`src/rtl/cotm32_pkg.sv`:
```
// Shared core definitions used by the load-store unit: datapath widths,
// the load/store operation encoding, LSU FSM states and op-class helpers.
package cotm32_pkg;

  localparam int XLEN         = 32;
  localparam int BYTE_WIDTH   = 8;
  localparam int LSU_BE_WIDTH = XLEN / BYTE_WIDTH;

  // Load/store operation presented by the execute stage; encodings not
  // listed here are treated as "no access".
  typedef enum logic [3:0] {
    LSU_NONE    = 4'd0,
    LSU_LOAD_B  = 4'd1,
    LSU_LOAD_H  = 4'd2,
    LSU_LOAD_W  = 4'd3,
    LSU_LOAD_BU = 4'd4,
    LSU_LOAD_HU = 4'd5,
    LSU_STORE_B = 4'd6,
    LSU_STORE_H = 4'd7,
    LSU_STORE_W = 4'd8
  } lsu_ls_t;

  typedef enum logic [1:0] {
    LSU_S_IDLE = 2'd0,
    LSU_S_REQ  = 2'd1,
    LSU_S_RESP = 2'd2,
    LSU_S_DONE = 2'd3
  } lsu_state_t;

  function automatic logic lsu_is_load(lsu_ls_t op);
    return op inside {LSU_LOAD_B, LSU_LOAD_H, LSU_LOAD_W, LSU_LOAD_BU, LSU_LOAD_HU};
  endfunction

  function automatic logic lsu_is_store(lsu_ls_t op);
    return op inside {LSU_STORE_B, LSU_STORE_H, LSU_STORE_W};
  endfunction

endpackage

```
`src/rtl/cotm32_lsu_align.sv`:
```
// Combinational lane logic for the LSU: byte-enable generation, store data
// replication, low-address force-alignment, misalignment detection and
// load lane select with sign/zero extension.
// Build option: COTM32_LSU_MISALIGN_TRAP_EN enables misalignment detection;
// without it req_misalign is tied low and the offset is force-aligned.
module cotm32_lsu_align
  import cotm32_pkg::*;
(
  input  lsu_ls_t                 req_op,
  input  logic [1:0]              req_off,
  input  logic [XLEN-1:0]         req_wdata,
  output logic [1:0]              req_off_al,
  output logic [LSU_BE_WIDTH-1:0] req_be,
  output logic [XLEN-1:0]         req_lane_data,
  output logic                    req_misalign,
  input  lsu_ls_t                 ld_op,
  input  logic [1:0]              ld_off,
  input  logic [XLEN-1:0]         ld_raw,
  output logic [XLEN-1:0]         ld_data
);

  logic       is_half;
  logic       is_word;
  logic [7:0] ld_byte;
  logic [15:0] ld_half;

  assign is_half = req_op inside {LSU_LOAD_H, LSU_LOAD_HU, LSU_STORE_H};
  assign is_word = req_op inside {LSU_LOAD_W, LSU_STORE_W};

`ifdef COTM32_LSU_MISALIGN_TRAP_EN
  assign req_misalign = (is_half && req_off[0]) || (is_word && (req_off != 2'b00));
`else
  assign req_misalign = 1'b0;
`endif

  // Request side: aligned offset, lane enables and replicated store data.
  always_comb begin
    req_off_al    = req_off;
    req_be        = 4'b0001 << req_off;
    req_lane_data = {4{req_wdata[7:0]}};
    if (is_word) begin
      req_off_al    = 2'b00;
      req_be        = 4'hF;
      req_lane_data = req_wdata;
    end else if (is_half) begin
      req_off_al    = {req_off[1], 1'b0};
      req_be        = 4'b0011 << {req_off[1], 1'b0};
      req_lane_data = {2{req_wdata[15:0]}};
    end
  end

  // Response side: pick the addressed byte/half and extend it.
  always_comb begin
    case (ld_off)
      2'd0:    ld_byte = ld_raw[7:0];
      2'd1:    ld_byte = ld_raw[15:8];
      2'd2:    ld_byte = ld_raw[23:16];
      default: ld_byte = ld_raw[31:24];
    endcase
    ld_half = ld_off[1] ? ld_raw[31:16] : ld_raw[15:0];
    case (ld_op)
      LSU_LOAD_B:  ld_data = {{24{ld_byte[7]}}, ld_byte};
      LSU_LOAD_BU: ld_data = {24'h0, ld_byte};
      LSU_LOAD_H:  ld_data = {{16{ld_half[15]}}, ld_half};
      LSU_LOAD_HU: ld_data = {16'h0, ld_half};
      default:     ld_data = ld_raw;
    endcase
  end

endmodule

```
`src/rtl/cotm32_lsu.sv`:
```
// Load-store unit between execute and data memory. Accepts one access at a
// time, drives a req/gnt/rvalid memory port and returns extended load data
// with a one-cycle lsu_done pulse; stalls the core while an access is open.
// Build option: COTM32_LSU_MISALIGN_TRAP_EN turns misaligned H/W accesses
// into a registered lsu_misalign pulse instead of force-aligning them.
module cotm32_lsu
  import cotm32_pkg::*;
(
  input  logic                    clk,
  input  logic                    rst_n,
  input  lsu_ls_t                 ls_op,
  input  logic [XLEN-1:0]         ls_addr,
  input  logic [XLEN-1:0]         ls_wdata,
  output logic                    lsu_stall,
  output logic                    lsu_done,
  output logic [XLEN-1:0]         lsu_rdata,
  output logic                    lsu_misalign,
  output logic                    lsu_misalign_store,
  output logic [XLEN-1:0]         lsu_mtval,
  output logic                    mem_req,
  output logic                    mem_we,
  output logic [XLEN-1:0]         mem_addr,
  output logic [LSU_BE_WIDTH-1:0] mem_be,
  output logic [XLEN-1:0]         mem_wdata,
  input  logic                    mem_gnt,
  input  logic                    mem_rvalid,
  input  logic [XLEN-1:0]         mem_rdata,
  output lsu_state_t              lsu_state
);

  // Memory handshake: mem_req is a valid that, once raised, holds addr/be/
  // we/wdata stable until the cycle mem_gnt (ready) is seen high with it;
  // mem_rvalid is only honoured in RESP or alongside the gnt of a load.

  lsu_state_t              state_q, state_d;
  lsu_ls_t                 op_q;
  logic [XLEN-1:0]         addr_q, wdata_q, rdata_q;
  logic [LSU_BE_WIDTH-1:0] be_q;
  logic                    op_valid, can_accept, accept, capture, mis_stall;
  logic [1:0]              off_al;
  logic [LSU_BE_WIDTH-1:0] be_new;
  logic [XLEN-1:0]         wdata_new, ld_data;
  logic                    req_misalign;

  cotm32_lsu_align u_align (
    .req_op        (ls_op),
    .req_off       (ls_addr[1:0]),
    .req_wdata     (ls_wdata),
    .req_off_al    (off_al),
    .req_be        (be_new),
    .req_lane_data (wdata_new),
    .req_misalign  (req_misalign),
    .ld_op         (op_q),
    .ld_off        (addr_q[1:0]),
    .ld_raw        (mem_rdata),
    .ld_data       (ld_data)
  );

  assign op_valid   = lsu_is_load(ls_op) || lsu_is_store(ls_op);
  assign can_accept = (state_q == LSU_S_IDLE) || (state_q == LSU_S_DONE);
  assign accept     = can_accept && op_valid && !req_misalign;

  // State register; reset drops mem_req immediately and abandons any access.
  always_ff @(posedge clk or negedge rst_n) begin
    if (!rst_n) state_q <= LSU_S_IDLE;
    else        state_q <= state_d;
  end

  // Next-state logic and load-data capture strobe.
  always_comb begin
    state_d = state_q;
    capture = 1'b0;
    case (state_q)
      LSU_S_IDLE: if (accept) state_d = LSU_S_REQ;
      LSU_S_REQ: begin
        if (mem_gnt) begin
          if (lsu_is_store(op_q)) begin
            state_d = LSU_S_DONE;
          end else if (mem_rvalid) begin
            state_d = LSU_S_DONE;
            capture = 1'b1;
          end else begin
            state_d = LSU_S_RESP;
          end
        end
      end
      LSU_S_RESP: begin
        if (mem_rvalid) begin
          state_d = LSU_S_DONE;
          capture = 1'b1;
        end
      end
      LSU_S_DONE: state_d = accept ? LSU_S_REQ : LSU_S_IDLE;
      default:    state_d = LSU_S_IDLE;
    endcase
  end

  // Latch the accepted access so the request stays stable until granted.
  always_ff @(posedge clk or negedge rst_n) begin
    if (!rst_n) begin
      op_q    <= LSU_NONE;
      addr_q  <= '0;
      be_q    <= '0;
      wdata_q <= '0;
    end else if (accept) begin
      op_q    <= ls_op;
      addr_q  <= {ls_addr[XLEN-1:2], off_al};
      be_q    <= be_new;
      wdata_q <= wdata_new;
    end
  end

  // Register the extended load result; it is presented with lsu_done.
  always_ff @(posedge clk or negedge rst_n) begin
    if (!rst_n)       rdata_q <= '0;
    else if (capture) rdata_q <= ld_data;
  end

`ifdef COTM32_LSU_MISALIGN_TRAP_EN
  logic            mis_now, mis_q, mis_store_q;
  logic [XLEN-1:0] mtval_q;

  // A held misaligned op reports once, then waits for the core to trap.
  assign mis_now   = can_accept && op_valid && req_misalign && !mis_q;
  assign mis_stall = mis_now && (state_q == LSU_S_IDLE);

  // One-cycle misalignment report, registered from the presentation cycle.
  always_ff @(posedge clk or negedge rst_n) begin
    if (!rst_n) begin
      mis_q       <= 1'b0;
      mis_store_q <= 1'b0;
      mtval_q     <= '0;
    end else begin
      mis_q <= mis_now;
      if (mis_now) begin
        mis_store_q <= lsu_is_store(ls_op);
        mtval_q     <= ls_addr;
      end
    end
  end

  assign lsu_misalign       = mis_q;
  assign lsu_misalign_store = mis_q && mis_store_q;
  assign lsu_mtval          = mis_q ? mtval_q : '0;
`else
  assign mis_stall          = 1'b0;
  assign lsu_misalign       = 1'b0;
  assign lsu_misalign_store = 1'b0;
  assign lsu_mtval          = '0;
`endif

  assign lsu_stall = (state_q inside {LSU_S_REQ, LSU_S_RESP}) ||
                     ((state_q == LSU_S_IDLE) && accept) || mis_stall;
  assign lsu_done  = (state_q == LSU_S_DONE);
  assign lsu_rdata = rdata_q;
  assign lsu_state = state_q;

  assign mem_req   = (state_q == LSU_S_REQ);
  assign mem_we    = lsu_is_store(op_q);
  assign mem_addr  = {addr_q[XLEN-1:2], 2'b00};
  assign mem_be    = be_q;
  assign mem_wdata = wdata_q;

endmodule

```
`config.mk`:
```
export PLATFORM = sky130hd
export DESIGN_NAME = cotm32_lsu
export DESIGN_NICKNAME = d
export VERILOG_FILES = /design/src/rtl/cotm32_pkg.sv /design/src/rtl/cotm32_lsu_align.sv /design/src/rtl/cotm32_lsu.sv
export SDC_FILE = /design/constraint.sdc
export NUM_CORES = 1
export LEC_CHECK = 0
export BUFFER_PORTS_ARGS = -buffer_cell sky130_fd_sc_hd__buf_2
export CELL_PAD_IN_SITES_DETAIL_PLACEMENT = 1
export CELL_PAD_IN_SITES_GLOBAL_PLACEMENT = 1
export CORE_ASPECT_RATIO = 0.6
export CORE_MARGIN = 2
export CORE_UTILIZATION = 34
export DETAILED_ROUTE_END_ITERATION = 10
export GPL_TIMING_DRIVEN = 1
export PLACE_DENSITY_LB_ADDON = 0.08
export SLEW_MARGIN = 30
export SYNTH_ARGS = -nofsm -noshare
export SYNTH_HDL_FRONTEND = slang
export SYNTH_SLANG_ARGS = --single-unit
```
`constraint.sdc`:
```
create_clock -name clk -period 5.1 [get_ports clk]
set_input_delay 1.02 -clock clk [delete_from_list [all_inputs] [get_ports clk]]
set_output_delay 1.02 -clock clk [all_outputs]
set_load 0.03 [all_outputs]
```
; ---- After elaboration in Yosys (flattened, before gate mapping)
; Index checks and enable logic that the tools add are counted.
[op_classes]
eq_ne = 23
shifts = 2
mux = 20
reduce_logical = 14
[ops]
columns = cell, n
row1 = $pmux 32 s4, 1
row2 = $mux 32, 2
row3 = $eq 4x3->1 const B, 8
row4 = $pmux 8 s3, 1
row5 = $mux 16, 1
row6 = $eq 4x2->1 const B, 3
row7 = $reduce_bool 3->1, 3
row8 = $eq 4x1->1 const B, 2
row9 = $eq 4x4->1 const B, 2
row10 = $mux 2, 4
row11 = $mux 4, 2
row12 = $pmux 2 s4, 1
row13 = $mux 1, 7
row14 = $eq 2x2->1 const B, 3
row15 = $reduce_bool 5->1, 1
row16 = $eq 2x1->1 const B, 2
row17 = $logic_not 2->1, 2
row18 = $ne 2x2->1 const B, 2
row19 = $reduce_bool 2->1, 2
row20 = $shl 1x2->4 const A, 1
row21 = $shl 2x2->4 const A, 1
row22 = $logic_or 1x1->1, 3
row23 = $reduce_and 3->1, 1
row24 = $logic_and 1x1->1, 2
row25 = other kinds (2), 2
[totals]
register_bits = 106
input_bits = 104

; ---- Longest topological paths before layout
; Gate-level depths: netlist of run 1.
[logic_depth]
ltp_word = 6
mapped_depth = 7
mapped_depth_nobuf = 6

; ---- Modules after synthesis
; Synthesis of run 1 repeated with hierarchy kept, for this count alone.
[unflattened]
cells_unflattened = 550
hier_area_um2 = 6576.3
[modules_own_cells]
columns = module, instances, cells_per_inst, area_per_inst_um2
row1 = cotm32_lsu, 1, 316, 4755.8
row2 = cotm32_lsu_align, 1, 234, 1820.5

; ---- Worst setup path after synthesis of run 1
; No wires, ideal clock.
[synth_timing]
path_kind = input to output
startpoint = input port ls_op[2]
endpoint = output port lsu_stall
t_arrival_ps = 2209
t_required_ps = 4080
setup_slack_ps = 1871
cell_stages = 3
path_cell_list = buf_2 -> o31a_1 -> o31ai_1
[synth_between]
elab_chain_len = 6
elab_cells_between_ends = 14
[synth_lines]
columns = element, line
row1 = from (decl), cotm32_lsu.sv:11  ; input lsu_ls_t ls_op,
row2 = "$eq 4x1->1, or another cell as far along", cotm32_pkg.sv:31  ; return op inside {LSU_LOAD_B, LSU_LOAD_H, LSU_LOAD_W, LSU_LOAD_BU, LSU_LOAD_HU};
row3 = $reduce_bool 5->1 / $reduce_bool 3->1 (equally long branches), "cotm32_pkg.sv:31, cotm32_pkg.sv:35"
row4 = $logic_or 1x1->1 *, cotm32_lsu.sv:59  ; assign op_valid = lsu_is_load(ls_op) || lsu_is_store(ls_op);
row5 = $logic_and 1x1->1 *, cotm32_lsu.sv:61  ; assign accept = can_accept && op_valid && !req_misalign;
row6 = $logic_and 1x1->1 *, cotm32_lsu.sv:153  ; ((state_q == LSU_S_IDLE) && accept) || mis_stall;
row7 = $logic_or 1x1->1 *, cotm32_lsu.sv:152  ; assign lsu_stall = (state_q inside {LSU_S_REQ, LSU_S_RESP}) ||
row8 = to (decl), cotm32_lsu.sv:14  ; output logic lsu_stall,
; Every way passes the cells marked *; elsewhere a longest branch is shown, timed or not.

; ---- Worst setup path in the final report of run 1
[layout_timing]
startpoint = input port ls_op[0]
endpoint = output port lsu_stall
; The elaborated chain is that of the path after synthesis.

==> flow_summary.toml, run 1 <==
[final_layout]
final_util = 0.4191
fillers = 2003
area_growth_pct = 20.14
layout_common_cells = "buf_2 (206), nand2_1 (162), dfrtp_1 (106)"
layout-drive-gt1-share = 0.3096
fin_nets = 904
register_area_mm2 = 0.002653
multi_input_area_mm2 = 0.002484
final_common_cell = "buf_2"
diodes = 0

[yosys]
yosysWarningCount = 0
syn_area_mm2 = 0.005672
ys_seq_area_frac = 0.4677
netlist_instances = 646
netlist-cell-type-count = 49
yosys.area.top_type = "dfrtp_1"
synth-edff-count = 0
synth_top_area_share = 0.4677
avgSynthCellArea_um2 = 8.780
ys_ff_latch = 106
synth-main-ff-cell = "dfrtp_1"
synth_async_sr_flop_share = 1.000
synthTopCellsByArea = "dfrtp_1 (47%), nand2_1 (11%), buf_4 (8.9%), a21oi_1 (4.7%), mux2i_1 (3.2%)"

[pwr]
peakVddDrop_mv = 0.3048
internal-power_uw = 2452
p_leak_uw = 0.003425
p_per_area_mw_per_mm2 = 756.1
pwr-share-seq = 0.306
switching_share = 0.5240
switchingPower_uw = 2700
pwr-share-clk = 0.131
combPwrFrac = 0.564

[timing]
min_period_over_period = 0.6181
grt_setup_unrepaired = "false"
finalSetupTns_ns = 0
setup_viol_count_final = 0
tightest_slew_ns = 0.9265
clock_skew_ns = 0.009199
finalHoldViolCount = 0
min_period_ns = 3.152
max_slew_margin = 0.3823
setup_ws_ns = 1.948
drv_slew = 0
fmax_mhz = 317.2

[drt]
wire_per_inst_um = 18.44
drcViolationCount = 0
ant_nets = 0
via_per_inst = 4.974
num_vias = 5118
drtIter0Drc = 359
first_pass_iters = 5
routed_wl_mm = 18.98

[die]
die_h_um = 104.0
start_util = 0.3488
io-pin-count = 244
die_w_um = 170.7
core_area_mm2 = 0.01626
rows = 36
dieArea_mm2 = 0.01776

[placement]
port_buffers = 207
dp_slack_ns = 1.594
gp_congestion = 0.8763
dpl.hpwl_mm = 13.76

[clock_tree]
cts_buffer_depth = 2
post_cts_buffers = 0
cts.clk_slew.worst_paths_ns = 0.07
cts_max_level = 3
cts_buffers = 9
cts_hold_buf = 0
cts-root-buf = "clkbuf_16"
clock_sinks = 106
post_cts_resized = 0
clkLatencyLatePin_ns = 0.34
cts_tree = "yes"

[global_routing]
grt_overflow = 0
grt_max_degree = 87
grt_use_total = 0.2103
grt_pass1_vias = 5118
antenna_found_initial = 0
grt_pass1_wl_mm = 29.25

[worst_setup_path]
r2r_setup_slack_ns = 2.50
crit_path_max_fanout = 8
rr_worst_depth = 5
r2r-start = "lsu_state[0]$_DFFE_PN0P_"
worstSetupEndpointType = "primary output"
cpPeakStageDelay_ns = 0.59
critPathBufInv = 2
cp.required_ns = 4.08
cp_cell_sequence = "buf_2 -> nor4_1 -> o31ai_1 -> buf_2"
cp.arrival_ns = 2.13
crit_path_start_kind = "input pin"
path_class = "input pin to primary output"
timing.rr.end = "lsu_state[0]$_DFFE_PN0P_"
crit_family = "simple AND/OR/NAND/NOR gates"
cpMostUsedCell = "buf_2"
cp_slowest_cell = "nor4_1"

[hold_path]
hold_end = "addr_q[12]$_DFFE_PN0N_"
holdPathStages = 2
min_from = "addr_q[12]$_DFFE_PN0N_"
hold_path_class = "register to register"

[status]
status = "finished, final reports clean"

[job]
cap_violations = 0
-- tightest hold or removal path, delay by kind of cell (launching register included) --
family	cells	cell delay, ns
flops	1	0.35
simple gates	2	0.10
-- per-layer routing --
metal | wire [um] | global-route usage | part of all wire
met3 | 1663 | 0.04680 | 0.088
met1 | 9067 | 0.3250 | 0.48
met5 | 0 | 0 | 0
met4 | 229 | 0.04457 | 0.012
met2 | 8019 | 0.2973 | 0.42
-- state kept, by name (all words and copies together) (netlist names) --
register	cells
addr_q	32
lsu_rdata	32
lsu_state	2
mem_be	4
mem_wdata	32
op_q	4
-- power by group through the flow --
| stage | Combinational (uW) | Sequential [uW] | Clock, uW |
|---|---|---|---|
| after floorplan | 1740 | 2020 | 0 |
| after global placement | 2830 | 1570 | 0 |
| after detailed placement | 2910 | 1590 | 0 |
| after CTS | 2920 | 1580 | 706 |
| after global routing | 3150 | 1640 | 725 |
| final | 2900 | 1570 | 673 |
-- Yosys cell counts (2+ instances only) --
library cell	n
nand2_1	162
dfrtp_1	106
buf_4	67
a21oi_1	53
nor2_1	46
a31oi_1	28
clkbuf_1	28
o21ai_0	24
mux2i_1	18
nand3_1	18
buf_2	13
o211ai_1	10
a22oi_1	7
inv_1	7
mux4_2	7
a211oi_1	6
ha_1	4
a21o_1	3
nor3_1	3
o21bai_1	2
o22a_1	2
o31a_1	2
o31ai_1	2
or2_2	2
or3b_2	2
-- worst max path at each step --
stage | start | end | cells after the start
2_1_floorplan | ls_op[2] | lsu_stall | 3
3_3_place_gp | ls_op[0] | lsu_state[0]$_DFFE_PN0P_ | 5
3_5_place_dp | ls_op[0] | lsu_state[0]$_DFFE_PN0P_ | 5
4_1_cts | ls_op[0] | lsu_state[0]$_DFFE_PN0P_ | 5
5_1_grt | ls_op[0] | lsu_stall | 4
6_report | ls_op[0] | lsu_stall | 4
-- cell type report --
class	count	share of cell area
Tap cell	228	0.04187
Clock inverter	6	0.007345
Timing Repair Buffer	213	0.1596
Multi-Input combinational cell	459	0.3645
Clock buffer	10	0.03360
Inverter	7	0.003856
Sequential cell	106	0.3893
-- per-stage QoR --
stage                     std cells  power (uW)  hold WS [ns]  area, um2
final                          1029        5152        0.4776       6814
after global routing           1029        5518        0.5084       6814
after CTS                      1029        5208        0.4797       6803
after detailed placement       1013        4502        0.4576       6524
after global placement         1013        4405        0.4552       6519
after floorplan                 681        3759        0.4469       5803
-- logic make-up (layout without fill, tap and decap cells) --
group,count (synthesis),count (layout),share of synthesized area
other cells,1,36,0.0006612
fa+ha+maj,4,4,0.008825
buf+inv,116,236,0.1240
compound gates,149,149,0.1602
flops,106,106,0.4677
xor+xnor,1,1,0.001545
mux,26,26,0.06155
simple gates,243,243,0.1756
No activity file was read; power rests on OpenSTA's default activity.
==> inputs of run 2 (changes only) <==
- clock period: 5.1 -> 3.11 ns (I/O delays scaled with it)
==> run 2 against run 1 <==
Clock skew down 0.0014 ns. Global-route usage up 0.91 points. Non-clock buffer count up 8. Wire length up 1.4%. First-iteration DRC count up 10%. Clock power up 74%. Worst hold slack worse by 0.18 ns. Sequential power up 62%.
==> flow_summary.toml, run 2 (synthesis gave the netlist of run 1 again) <==
[clock_tree]
cts_hold_buf = 0
post_cts_buffers = 0
cts_buffer_depth = 2
cts_tree = "yes"
cts_buffers = 9
post_cts_resized = 0
clkLatencyLatePin_ns = 0.36
cts-root-buf = "clkbuf_16"
cts_max_level = 3
clock_sinks = 106
cts.clk_slew.worst_paths_ns = 0.07

[worst_setup_path]
crit_path_start_kind = "register"
cp.arrival_ns = 1.74
crit_path_max_fanout = 12
worstSetupEndpointType = "primary output"
cp.required_ns = 2.49
path_class = "register to primary output"

[timing]
setup_viol_count_final = 0
drv_slew = 0
min_period_ns = 2.367
tightest_slew_ns = 0.8699
finalHoldViolCount = 0
clock_skew_ns = 0.007808
max_slew_margin = 0.4156
finalSetupTns_ns = 0
min_period_over_period = 0.7610
grt_setup_unrepaired = "false"
fmax_mhz = 422.5

[final_layout]
fin_nets = 912
layout_common_cells = "buf_2 (206), nand2_1 (162), dfrtp_1 (106)"
layout-drive-gt1-share = 0.3152
final_util = 0.4237
fillers = 1999
design_area_mm2 = 0.006889
diodes = 0
final_common_cell = "buf_2"
area_growth_pct = 21.46

[drt]
first_pass_iters = 7
wire_per_inst_um = 18.56
num_vias = 5225
drcViolationCount = 0
via_per_inst = 5.039
ant_nets = 0
routed_wl_mm = 19.25
drtIter0Drc = 396

[job]
cap_violations = 0

[pwr]
pwr-share-clk = 0.136
pwr-share-seq = 0.298
peakVddDrop_mv = 0.4220
switchingPower_uw = 4478
p_per_area_mw_per_mm2 = 1244
p_leak_uw = 0.003479
switching_share = 0.5226
internal-power_uw = 4091
combPwrFrac = 0.566

[die]
rows = 36
dieArea_mm2 = 0.01776
start_util = 0.3488
die_w_um = 170.7
io-pin-count = 244
die_h_um = 104.0
core_area_mm2 = 0.01626

[placement]
port_buffers = 207
dpl.hpwl_mm = 14.44
dpl-instance-area_mm2 = 0.006591
gp_congestion = 0.8985

[status]
status = "finished, final reports clean"

[hold_path]
hold_path_class = "input pin to asynchronous set/reset pin"

[global_routing]
grt_max_degree = 56
grt_overflow = 0
grt_pass1_wl_mm = 30.29
grt_pass1_vias = 5259
antenna_found_initial = 0
grt_use_total = 0.2193
-- run 2: through the flow --
step | hold slack, ns | worst slack (ns) | power, uW | std cells
final | 0.2999 | 0.7433 | 8569 | 1037
after global routing | 0.3592 | 0.5972 | 9205 | 1037
after CTS | 0.3338 | 0.7296 | 8649 | 1037
after detailed placement | 0.4620 | 0.5785 | 7449 | 1021
after global placement | 0.4557 | 0.6678 | 7282 | 1021
after floorplan | 0.3264 | 0.6773 | 6164 | 681
-- run 2: per-layer routing --
metal / GRT usage / vias up / wire (um)
met1: 0.3307 / 2590 / 9211
met2: 0.3190 / 197 / 8297
met5: 0 / - / 0
li1: - / 2425 / -
met3: 0.05327 / 13 / 1547
met4: 0.04090 / 0 / 189
-- run 2: layout make-up --
| type | instances | area [um2] | share of cell area |
|---|---|---|---|
| Timing Repair Buffer | 221 | 1156 | 0.1678 |
| Clock inverter | 6 | 58.81 | 0.008536 |
| Sequential cell | 106 | 2653 | 0.3850 |
| Tap cell | 228 | 285.3 | 0.04141 |
| Inverter | 7 | 26.28 | 0.003814 |
| Clock buffer | 10 | 239.0 | 0.03469 |
| Multi-Input combinational cell | 459 | 2471 | 0.3587 |
-- run 2: critical path: stages (launching register included) --
cell and delay, ns:
dfrtp_1 0.51, nor4b_1 0.20, buf_4 0.16, or2_2 0.32, buf_2 0.20
-- run 2: final timing paths --
check	from	to	slack [ns]	cells after the start
max	op_q[3]$_DFFE_PN0N_	mem_we	0.74	4
min	rst_n	lsu_rdata[9]$_DFFE_PN0P_	0.30	1
max reg2reg	lsu_state[0]$_DFFE_PN0P_	lsu_state[0]$_DFFE_PN0P_	0.81	5
min reg2reg	addr_q[7]$_DFFE_PN0N_	addr_q[7]$_DFFE_PN0N_	0.48	2
max in group asynchronous	rst_n	addr_q[28]$_DFFE_PN0N_	2.00	2
min in group clk	ls_addr[17]	addr_q[17]$_DFFE_PN0N_	0.45	3
-- run 2: power groups by stage --
stage	combinational, uW	sequential, uW	clock [uW]
6_report	4850	2550	1170
5_1_grt	5290	2650	1260
4_1_cts	4880	2560	1210
3_5_place_dp	4870	2580	0
3_3_place_gp	4740	2540	0
2_1_floorplan	2860	3310	0
==> inputs of run 3 (changes only) <==
- CORE_UTILIZATION: 34 -> 31
- clock period: 3.11 -> 2.1 ns (I/O delays scaled with it)
==> run 3 against run 2 <==
Worst setup slack got worse by 0.70 ns. Non-clock buffer count rose by 27. Global-route usage fell by 2.4 points. Sequential power rose by 45%. Count of clock-buffer cells in the layout rose by 1. Cell area rose by 5.1%. First-iteration DRC count fell by 19%. Via count rose by 1.5%. Critical path type is now register to register.
==> flow_summary.toml, run 3 (synthesis gave the netlist of run 1 again) <==
[status]
status = "finished, final reports clean"

[drt]
ant_nets = 0
drcViolationCount = 0
num_vias = 5304
drtIter0Drc = 321
routed_wl_mm = 19.24
first_pass_iters = 5
via_per_inst = 4.929
wire_per_inst_um = 17.88

[worst_setup_path]
crit_path_max_fanout = 2
cp.arrival_ns = 2.29
path_class = "register to register"
crit_path_start_kind = "register"
worstSetupEndpointType = "register"
cp.required_ns = 2.33

[global_routing]
grt_pass1_wl_mm = 29.10
grt_overflow = 0
grt_max_degree = 107
grt_pass1_vias = 5280
antenna_found_initial = 0
grt_use_total = 0.1957

[placement]
dpl.hpwl_mm = 14.34
dp_slack_ns = -0.09162
port_buffers = 207
dp.cells = 1059
gp_congestion = 0.8240

[job]
cap_violations = 0

[timing]
setup_ws_ns = 0.04698
fmax_mhz = 487.1
min_period_ns = 2.053
setup_viol_count_final = 0
max_slew_margin = 0.5559
clock_skew_ns = 0.009009
finalHoldViolCount = 0
tightest_slew_ns = 0.6662
min_period_over_period = 0.9776
drv_slew = 0

[die]
start_util = 0.3156
rows = 38
core_area_mm2 = 0.01797
die_h_um = 108.8
io-pin-count = 244
die_w_um = 178.6
dieArea_mm2 = 0.01943

[clock_tree]
cts_buffers = 9
cts_max_level = 3
cts.clk_slew.worst_paths_ns = 0.07
clkLatencyLatePin_ns = 0.35
cts_hold_buf = 0
cts_buffer_depth = 2
cts_tree = "yes"
cts-root-buf = "clkbuf_16"
clock_sinks = 106

[final_layout]
diodes = 0
layout-drive-gt1-share = 0.3457
final_common_cell = "buf_2"
fin_nets = 939
layout_common_cells = "buf_2 (204), nand2_1 (162), dfrtp_1 (104)"
area_growth_pct = 27.64
final_cell_count_no_fill = 1076

[hold_path]
hold_path_class = "input pin to asynchronous set/reset pin"

[pwr]
peakVddDrop_mv = 0.6249
p_per_area_mw_per_mm2 = 1828
power_uw = 13230
p_leak_uw = 0.003640
-- run 3: cell count changes in the layout (fill, tap and decap cells not counted), sizes merged --
cell,previous run,this run
clkinv,3,1
clkinvlp,0,1
buf,221,248
clkbuf,10,11
-- run 3: per-stage QoR --
stage | setup TNS, ns | area (um2) | utilization | hold slack, ns
CTS | 0 | 7211 | 0.4012 | 0.1606
global placement | -0.04966 | 6917 | 0.3849 | 0.4518
floorplan | -0.08840 | 5818 | - | 0.1244
finish | 0 | 7239 | 0.4028 | 0.08289
detailed placement | -0.4432 | 6917 | 0.3849 | 0.4637
global route | -0.003198 | 7239 | 0.4028 | 0.1634
-- run 3: power breakdown --
group	leakage [uW]	switching [uW]	internal (uW)
Combinational	0.00224	5250	2600
Sequential	0.00126	607	3080
Clock	0.000139	837	860
-- run 3: cell type report --
cell class                      count  area [um2]
Fill cell                        2176       10730
Tap cell                          240       300.3
Clock buffer                       11       242.7
Multi-Input combinational cell    459        2502
Clock inverter                      5       45.04
Inverter                            7       26.28
Timing Repair Buffer              248        1468
Sequential cell                   106        2655
-- run 3: worst paths after layout --
check	from	end	slack, ns	depth (start not counted)
max	lsu_state[0]$_DFFE_PN0P_	lsu_state[0]$_DFFE_PN0P_	0.05	5
min	rst_n	addr_q[29]$_DFFE_PN0N_	0.08	2
max reg2reg	lsu_state[0]$_DFFE_PN0P_	lsu_state[0]$_DFFE_PN0P_	0.05	5
min reg2reg	addr_q[6]$_DFFE_PN0N_	addr_q[6]$_DFFE_PN0N_	0.47	2
max in group asynchronous	rst_n	lsu_state[1]$_DFFE_PN0P_	1.42	2
min in group clk	ls_addr[28]	addr_q[28]$_DFFE_PN0N_	0.26	3
-- run 3: worst max-delay path: stages (launching register included) --
cell      delay [ns]
dfrtp_2         0.42
inv_2           0.09
ha_4            0.21
or3_2           0.49
a222oi_1        0.34
mux2_2          0.39
-- run 3: what timing repair did --
item                       in CTS  in global routing
buffers inserted                0                  1
setup endpoints to repair       1                  5
resized for setup               1                  8
pin swaps                       0                  1
-- run 3: layer usage --
metal | routed length [um] | GRT usage | vias to the layer above | share of wire
met5 | 0 | 0 | - | 0
met4 | 215 | 0.04472 | 0 | 0.011
met3 | 1371 | 0.05195 | 21 | 0.071
met2 | 8185 | 0.2863 | 205 | 0.43
met1 | 9465 | 0.2875 | 2613 | 0.49
li1 | - | - | 2465 | -
